File: config.mk
export PLATFORM = sky130hd
export DESIGN_NAME = neuron_step_mac
export DESIGN_NICKNAME = d
export VERILOG_FILES = /design/src/rtl/neuron_pkg.sv /design/src/rtl/neuron_weight_rf.sv /design/src/rtl/neuron_step_mac.sv
export SDC_FILE = /design/constraint.sdc
export NUM_CORES = 1
export LEC_CHECK = 0
export ABC_AREA = 1
export BUFFER_PORTS_ARGS = -buffer_cell sky130_fd_sc_hd__buf_2
export CORE_UTILIZATION = 45
export CTS_CLUSTER_SIZE = 25
export DETAILED_ROUTE_END_ITERATION = 8
export GPL_ROUTABILITY_DRIVEN = 0
export PLACE_DENSITY = 0.67
export SYNTH_ARGS = -nofsm -noshare
export SYNTH_HDL_FRONTEND = slang
export SYNTH_SLANG_ARGS = --single-unit
File: constraint.sdc
create_clock -name i_clk -period 8.4 [get_ports i_clk]
set_input_delay 1.68 -clock i_clk [delete_from_list [all_inputs] [get_ports i_clk]]
set_output_delay 1.68 -clock i_clk [all_outputs]
set_load 0.005 [all_outputs]
File: src/rtl/neuron_pkg.sv
// rtl/neuron_pkg.sv - shared state type, phase constants, default widths and saturation helper
package neuron_pkg;

    typedef enum logic {
        ST_IDLE = 1'b0,
        ST_RUN  = 1'b1
    } state_t;

    localparam int NUM_STEPS = 16;
    localparam int LAST_STEP = NUM_STEPS - 1;

    localparam int DEF_DW    = 8;
    localparam int DEF_ACCW  = 2 * DEF_DW + 4;
    localparam int DEF_SHIFT = 4;

    // Clamp a sign-extended value to the signed range of a dw-bit result.
    function automatic logic signed [63:0] saturate(input logic signed [63:0] v, input int dw);
        logic signed [63:0] hi;
        logic signed [63:0] lo;
        hi = (64'sd1 <<< (dw - 1)) - 64'sd1;
        lo = -hi - 64'sd1;
        if (v > hi) begin
            return hi;
        end else if (v < lo) begin
            return lo;
        end
        return v;
    endfunction

endpackage

File: src/rtl/neuron_weight_rf.sv
// rtl/neuron_weight_rf.sv - 16-entry signed weight file, synchronous write, combinational read
module neuron_weight_rf
    import neuron_pkg::*;
#(
    parameter int DW = DEF_DW
) (
    input  logic                 i_clk,
    input  logic                 i_rst,
    input  logic                 i_we,
    input  logic [3:0]           i_waddr,
    input  logic signed [DW-1:0] i_wdata,
    input  logic [3:0]           i_raddr,
    output logic signed [DW-1:0] o_rdata
);

    logic signed [DW-1:0] r_mem [NUM_STEPS];

    always_ff @(posedge i_clk) begin
        if (i_rst) begin
            for (int i = 0; i < NUM_STEPS; i++) begin
                r_mem[i] <= '0;
            end
        end else if (i_we) begin
            r_mem[i_waddr] <= i_wdata;
        end
    end

    // Read sees the pre-edge contents, so a same-cycle write is not forwarded.
    assign o_rdata = r_mem[i_raddr];

endmodule

File: src/rtl/neuron_step_mac.sv
// rtl/neuron_step_mac.sv - 16-phase weighted MAC neuron; NEURON_RELU_EN clamps negative results to 0
module neuron_step_mac
    import neuron_pkg::*;
#(
    parameter int DW    = DEF_DW,
    parameter int ACCW  = 2 * DW + 4,
    parameter int SHIFT = DEF_SHIFT
) (
    input  logic                 i_clk,
    input  logic                 i_rst,
    input  logic                 i_step_en,
    input  logic [4:0]           i_step,
    input  logic signed [DW-1:0] i_data_in,
    input  logic                 i_w_we,
    input  logic [3:0]           i_w_addr,
    input  logic signed [DW-1:0] i_w_data,
    output logic signed [DW-1:0] o_data_out,
    output logic                 o_out_valid,
    output logic                 o_busy,
    output logic                 o_seq_err
);

    state_t                 r_state;
    state_t                 w_state_nx;
    logic signed [ACCW-1:0] r_acc;
    logic signed [ACCW-1:0] w_acc_nx;
    logic [3:0]             r_exp;
    logic [3:0]             w_exp_nx;
    logic                   w_err_set;
    logic                   w_fire;
    logic signed [DW-1:0]   r_data_out;
    logic                   r_out_valid;
    logic                   r_seq_err;

    logic signed [DW-1:0]   w_weight;
    logic signed [2*DW-1:0] w_prod;
    logic signed [ACCW-1:0] w_prod_ext;
    logic signed [ACCW-1:0] w_sum;
    logic signed [ACCW-1:0] w_shifted;
    logic signed [DW-1:0]   w_sat;
    logic signed [DW-1:0]   w_result;

    neuron_weight_rf #(
        .DW(DW)
    ) u_weight_rf (
        .i_clk   (i_clk),
        .i_rst   (i_rst),
        .i_we    (i_w_we),
        .i_waddr (i_w_addr),
        .i_wdata (i_w_data),
        .i_raddr (i_step[3:0]),
        .o_rdata (w_weight)
    );

    assign w_prod     = i_data_in * w_weight;
    assign w_prod_ext = ACCW'(w_prod);
    assign w_sum      = r_acc + w_prod_ext;
    assign w_shifted  = w_sum >>> SHIFT;
    assign w_sat      = DW'(saturate(64'(w_shifted), DW));

`ifdef NEURON_RELU_EN
    assign w_result = w_sat[DW-1] ? '0 : w_sat;
`else
    assign w_result = w_sat;
`endif

    always_comb begin
        w_state_nx = r_state;
        w_acc_nx   = r_acc;
        w_exp_nx   = r_exp;
        w_err_set  = 1'b0;
        w_fire     = 1'b0;
        case (r_state)
            ST_IDLE: begin
                if (i_step_en) begin
                    if (i_step == 5'd0) begin
                        w_acc_nx   = w_prod_ext;
                        w_exp_nx   = 4'd1;
                        w_state_nx = ST_RUN;
                    end else begin
                        w_err_set = 1'b1;
                    end
                end
            end
            ST_RUN: begin
                // r_exp is never 0 in RUN, so the in-order check cannot shadow a restart.
                if (!i_step_en) begin
                    w_acc_nx   = '0;
                    w_state_nx = ST_IDLE;
                end else if (i_step == {1'b0, r_exp}) begin
                    if (r_exp == 4'(LAST_STEP)) begin
                        w_fire     = 1'b1;
                        w_acc_nx   = '0;
                        w_state_nx = ST_IDLE;
                    end else begin
                        w_acc_nx = w_sum;
                        w_exp_nx = r_exp + 4'd1;
                    end
                end else if (i_step == 5'd0) begin
                    w_acc_nx  = w_prod_ext;
                    w_exp_nx  = 4'd1;
                    w_err_set = 1'b1;
                end else begin
                    w_acc_nx   = '0;
                    w_err_set  = 1'b1;
                    w_state_nx = ST_IDLE;
                end
            end
            default: begin
                w_state_nx = ST_IDLE;
            end
        endcase
    end

    always_ff @(posedge i_clk) begin
        if (i_rst) begin
            r_state     <= ST_IDLE;
            r_acc       <= '0;
            r_exp       <= '0;
            r_data_out  <= '0;
            r_out_valid <= 1'b0;
            r_seq_err   <= 1'b0;
        end else begin
            r_state     <= w_state_nx;
            r_acc       <= w_acc_nx;
            r_exp       <= w_exp_nx;
            r_out_valid <= w_fire;
            if (w_fire) begin
                r_data_out <= w_result;
            end
            if (w_err_set) begin
                r_seq_err <= 1'b1;
            end
        end
    end

    assign o_data_out  = r_data_out;
    assign o_out_valid = r_out_valid;
    assign o_busy      = (r_state == ST_RUN);
    assign o_seq_err   = r_seq_err;

endmodule

Word-level counts from Yosys, hierarchy flattened
Memories as Yosys holds them, arrays and structs flattened.
Index checks and enable logic that the tools add are counted.
- register bits: 35
- bits in writable memories: 128
- input bits: 29
- output and inout bits: 11
- word-level logic and storage cells: 64
- memories kept: 1
- memory list (name ; depth ; bits a word ; rd ports ; clocked after memory_dff ; wr ports ; line ; RTL):
    u_weight_rf.r_mem ; 16 ; 8 ; 1 ; 0 ; 16 ; neuron_weight_rf.sv:16 ; logic signed [DW-1:0] r_mem [NUM_STEPS];
- add/sub/neg operators: 2
- multiply operators: 1
- magnitude comparators: 2
- equal/unequal tests: 6
- muxes and demuxes: 41
- bitwise operators: 1
- reductions and logical operators: 4
- operators with widths (cell ; count):
    $mux W20 ; 6
    $pmux W20 S2 ; 1
    $mux W8 ; 4
    $mux W4 ; 6
    $mux W1 ; 21
    $add A20 B16 Y20 ; 1
    $gt A16 B8 Y1 const B ; 1
    $lt A16 B8 Y1 const B ; 1
    $mul A8 B8 Y16 ; 1
    $pmux W4 S2 ; 1
    $reduce_or A8 Y1 ; 1
    $ne A2 B2 Y1 const B ; 3
    $eq A5 B4 Y1 ; 1
    $logic_not A5 Y1 ; 1
    $add A4 B1 Y4 const B ; 1
    $eq A4 B4 Y1 const B ; 1
    $pmux W1 S2 ; 2
    $ne A3 B3 Y1 const B ; 1
    $reduce_and A3 Y1 ; 1
    $reduce_and A2 Y1 ; 1
    $not A1 Y1 ; 1

Longest topological paths before layout
An unclocked memory read counts as a cell.
- depth after elaboration: 7
- depth in mapped cells: 45
- depth with buffers taken out: 42

Modules after synthesis
Synthesis repeated with hierarchy kept, for this count alone.
- cell total of the unflattened synthesis: 1634
- area total of the unflattened synthesis: 12225.5 um2
- modules (own cells, without submodules) (module ; instances ; cells each ; area an instance (um2) ; seq. area each (um2)):
    neuron_weight_rf ; 1 ; 708 ; 6251.0 ; 3843.7
    neuron_step_mac ; 1 ; 926 ; 5974.5 ; 700.7

Worst setup path before layout
OpenSTA, ideal clock, no wires.
- path kind: in2reg
- start: input i_step[0]
- end: register r_data_out[1], in the netlist o_data_out[1]
- setup time: 0.109 ns
- arrival: 7.748 ns
- data required time: 8.291 ns
- setup slack: 0.543 ns
- cell stages on the path: 41
- path buffers: 3
- path through: inv_1 -> buf_2 -> buf_2 -> buf_2 -> nor2_1 -> o221ai_1 -> o211ai_1 -> nand2_1 -> inv_1 -> nor2_1 -> fa_1 -> inv_1 -> fa_1 -> inv_1 -> fa_1 -> inv_1 -> fa_1 -> inv_1 -> [... 5 more ...] -> nand2_1 -> inv_1 -> ha_1 -> nand2_2 -> nor2_4 -> inv_2 -> nor2_2 -> nand2_2 -> nand2_2 -> nand2_1 -> nand2_1 -> nand2_1 -> nand2_1 -> nand4_1 -> nand2_2 -> nand3_1 -> nand2_1 -> inv_1
- cells in the longest elaborated chain, start to end: 7
- elaborated cells on any way between the ends: 13
- those cells by class: 1 x add/sub; 1 x mul; 2 x order compare; 1 x eq/ne; 7 x mux; 1 x memory
- RTL lines (what ; line ; RTL):
    start, declared ; neuron_step_mac.sv:12 ; input logic [4:0] i_step,
    $mem_v2 Z16 W8 ; n/a ;
    $mul A8 B8 Y16 ; neuron_step_mac.sv:55 ; assign w_prod = i_data_in * w_weight;
    $add A20 B16 Y20 ; neuron_step_mac.sv:57 ; assign w_sum = r_acc + w_prod_ext;
    $lt A16 B8 Y1 ; neuron_pkg.sv:24 ; end else if (v < lo) begin
    $mux W1 ; neuron_pkg.sv:24 ;
    $mux W1 ; neuron_pkg.sv:22 ; if (v > hi) begin
    $mux W8 ; neuron_pkg.sv:27 ; return v;
    end signal, assigned ; neuron_step_mac.sv:129 ; r_data_out <= w_result;
    end, declared ; neuron_step_mac.sv:31 ; logic signed [DW-1:0] r_data_out;
Parallel ways exist; a longest one is shown, timed or not.
A chain may end at the register's enable or synchronous reset.

Worst setup path in the final report
Ends and elaborated chain as after synthesis.

==> key figures <==
Logic synthesis
  • Post-synth EDFFs: 128
  • Post-synth net total: 1,548
  • Cell taking the most area after synthesis: edfxtp_1
  • Main area contributors after synthesis: edfxtp_1 34%, fa_1 9.8%, nor2_1 9.1%, nand2_1 8.8%, inv_1 7.0%
  • Top-count cell post-synth: nor2_1
  • Share of the synthesized area in the top cell type: 33.60%
  • Commonest cells in the synthesized netlist: 276 x nor2_1, 269 x nand2_1, 212 x inv_1
  • Sequential element share of the synthesized area: 39.73%
  • Netlist Area Pre-Place: 0.01144 mm^2
  • Ys async rst share: 0%
  • Synth Register Bits: 163
  • Synth unique cells: 44
  • Top_reg_cell synth: edfxtp_1
  • Synth warn: 0
  • Synthesized instance count: 1,412
  • Post-Syn Area per Cell: 8.101 um^2

Placed design
  • Pre-CTS WS: -0.1858 ns
  • HPWL after detailed placement: 22,520 um
  • IO buf count: 39
  • Dpl cells: 1,805

Run status
  • Status: completed

Critical path
  • Capture point of the worst reg-to-reg path: o_data_out[1]$_SDFFE_PP0P_
  • Dominant cell type by count on the critical path: nand2_1
  • Slowest CP cell: fa_2
  • Register-to-Register Setup Slack: 1.73 ns
  • Startpoint types: input port
  • FF-to-FF Start: u_weight_rf.r_mem[1][2]$_SDFFCE_PN0P_
  • Setup CP Type: input port to flop
  • Crit path max-delay family: adder cells
  • CP arrival: 8.33 ns
  • CP peak stage delay: 0.57 ns
  • Reg2reg path depth: 38
  • CP max FO: 24
  • CP endpoint kind: flop
  • Worst path bufs/invs: 12
  • CP required: 8.75 ns

Job
  • Max cap viols: 0

Timing
  • Final setup fails: 0
  • Final Skew: 0.02853 ns
  • RSZ-0062 raised after global routing: no
  • Pins Over Slew Limit: 0
  • Max-slew headroom at the worst pin: 40.31%
  • Final worst slack: 0.4228 ns
  • Period utilization: 94.97%
  • Min cycle time layout: 7.977 ns
  • Final hold violations: 0
  • Hold Slack: 0.4693 ns
  • Slew @ Worst Pin: 0.8920 ns
  • Highest clock rate: 125.4 MHz

Global routing
  • Number of global-route vias before repair: 9,688
  • Total global routing overflow: 0
  • Total GRT Usage: 24.36%
  • Antenna violations before repair: 0
  • Largest net degree at the start of global routing: 58
  • First-pass GRT wire length: 49,380 um

Floorplanning
  • Die Y: 161.4 um
  • Total I/O pin count: 40
  • Num rows: 57
  • Chip width: 161.4 um
  • DIE AREA: 0.02606 mm^2
  • Core area: 0.02460 mm^2
  • Starting Density: 46.49%

Pwr
  • Peak supply drop: 0.0006733 V
  • Leak: 6.038 nW
  • PwrDens: 454.7 mW/mm^2
  • Total Power: 5.992 mW

Layout
  • Fillers: 2,258
  • P&R area growth vs syn: 15.22%
  • N_diodes: 0
  • Final Instance Count excl. Fillers: 1,840
  • Fraction of layout cells with a size suffix above 1: 13.26%
  • Final net count: 1,639

Clocking
  • CTS sink count: 163
  • Clk slew on worst S/H paths: 0.08 ns
  • Worst-Skew Late Latency: 0.45 ns
  • CTS tree: yes
  • Htree depth: 4
  • CTS buffer count: 17
  • Max Buffers Root-to-Sink: 2
  • CTS Root Cell: clkbuf_16
  • Hold-fix buffers, CTS: 0

Min path
  • Hold Path Class: flop to flop
  • Hold Path Origin: o_data_out[7]$_SDFFE_PP0P_
  • Worst Hold Depth: 2
  • WHS Endpoint: o_data_out[7]$_SDFFE_PP0P_

Route
  • Drt wl/cell: 16.90 um
  • Detailed-route wire length: 31,100 um
  • Residual DRC: 0
  • Vias per inst: 5.413
  • Initial drt markers: 1,125
  • Post-route ant nets: 0
  • Via count: 9,959
  • TritonRoute pass-1 iters: 6
-- how the worst max path moves through the flow --
stage                     depth (start not counted)  startpoint  slack [ns]                         end
after floorplan                                  41   i_step[0]        0.54  o_data_out[1]$_SDFFE_PP0P_
after global placement                           37   i_step[0]       -0.09  o_data_out[0]$_SDFFE_PP0P_
after detailed placement                         39   i_step[0]       -0.19  o_data_out[3]$_SDFFE_PP0P_
after CTS                                        39   i_step[0]        0.27  o_data_out[1]$_SDFFE_PP0P_
after global routing                             42   i_step[0]       0.002  o_data_out[1]$_SDFFE_PP0P_
final                                            42   i_step[0]        0.42  o_data_out[1]$_SDFFE_PP0P_
-- area by class of cell --
cell class              count  area (um^2)  share of cell area [%]
flip-flops and latches    163         4544                   34.48
clock buffers              17        425.4                   3.228
well taps                 324        405.4                   3.076
repair buffers            113        833.3                   6.323
multi-input cells         986         5968                   45.29
clock inverters            15        158.9                   1.206
inverters                 222        843.3                   6.399
-- state kept, by name (all words and copies together), names as in the netlist --
signal / count
o_data_out: 8
r_exp: 4
r_acc: 20
o_busy: 1
o_out_valid: 1
u_weight_rf.r_mem: 128
o_seq_err: 1
-- worst reg2reg max path, delay by kind of cell, from the launching register on --
family          cells  cell delay, ns
fa+ha+maj           6            2.75
compound gates      7            1.23
flops               1            0.41
simple gates       16            1.40
buf+inv             8            0.63
xor+xnor            1            0.16
-- metal layers --
metal	GRT usage [%]	routed length, um	vias up
li1	-	-	4768
met2	40.58	14730	474
met4	10.89	1216	0
met5	0	0	-
met3	4.135	2397	92
met1	31.05	12760	4625
-- per-stage QoR --
step / instance area (um^2) / util, % / TNS [ns]
after CTS: 13030 / 52.96 / 0
after global routing: 13180 / 53.56 / 0
after floorplan: 11440 / - / 0
after global placement: 12450 / 50.59 / -0.6173
after detailed placement: 12450 / 50.59 / -1.385
final: 13180 / 53.56 / 0
-- logic make-up after synthesis --
group / count (synthesis) / synth area share (%)
simple gates: 642 / 22.89
buf+inv: 263 / 9.013
compound gates: 213 / 11.15
flops: 163 / 39.73
fa+ha+maj: 107 / 15.38
xor+xnor: 24 / 1.838
-- where the power goes --
part	leakage [nW]	switching, mW	total [mW]	internal, mW
Sequential	1.50	0.0169	0.926	0.909
Clock	0.280	0.394	0.792	0.399
Combinational	4.25	2.44	4.27	1.84
-- placed cells by master (no fill, tap or decap), types with 18 or more instances in the layout --
cell type and n:
a21oi_1 45, o21ai_0 90, clkbuf_16 18, dfxtp_1 35
ha_1 47, inv_1 207, nor2_1 271, edfxtp_1 128
nand2_1 267, buf_2 38, nand3_1 60, o221ai_1 23
buf_4 68, fa_1 55
-- timing repair --
item,4_1_cts,5_1_grt
resized for setup,0,30
endpoints found under the setup margin,0,13
setup buffers,0,2
Note: power is estimated with default switching activity, not from simulation.
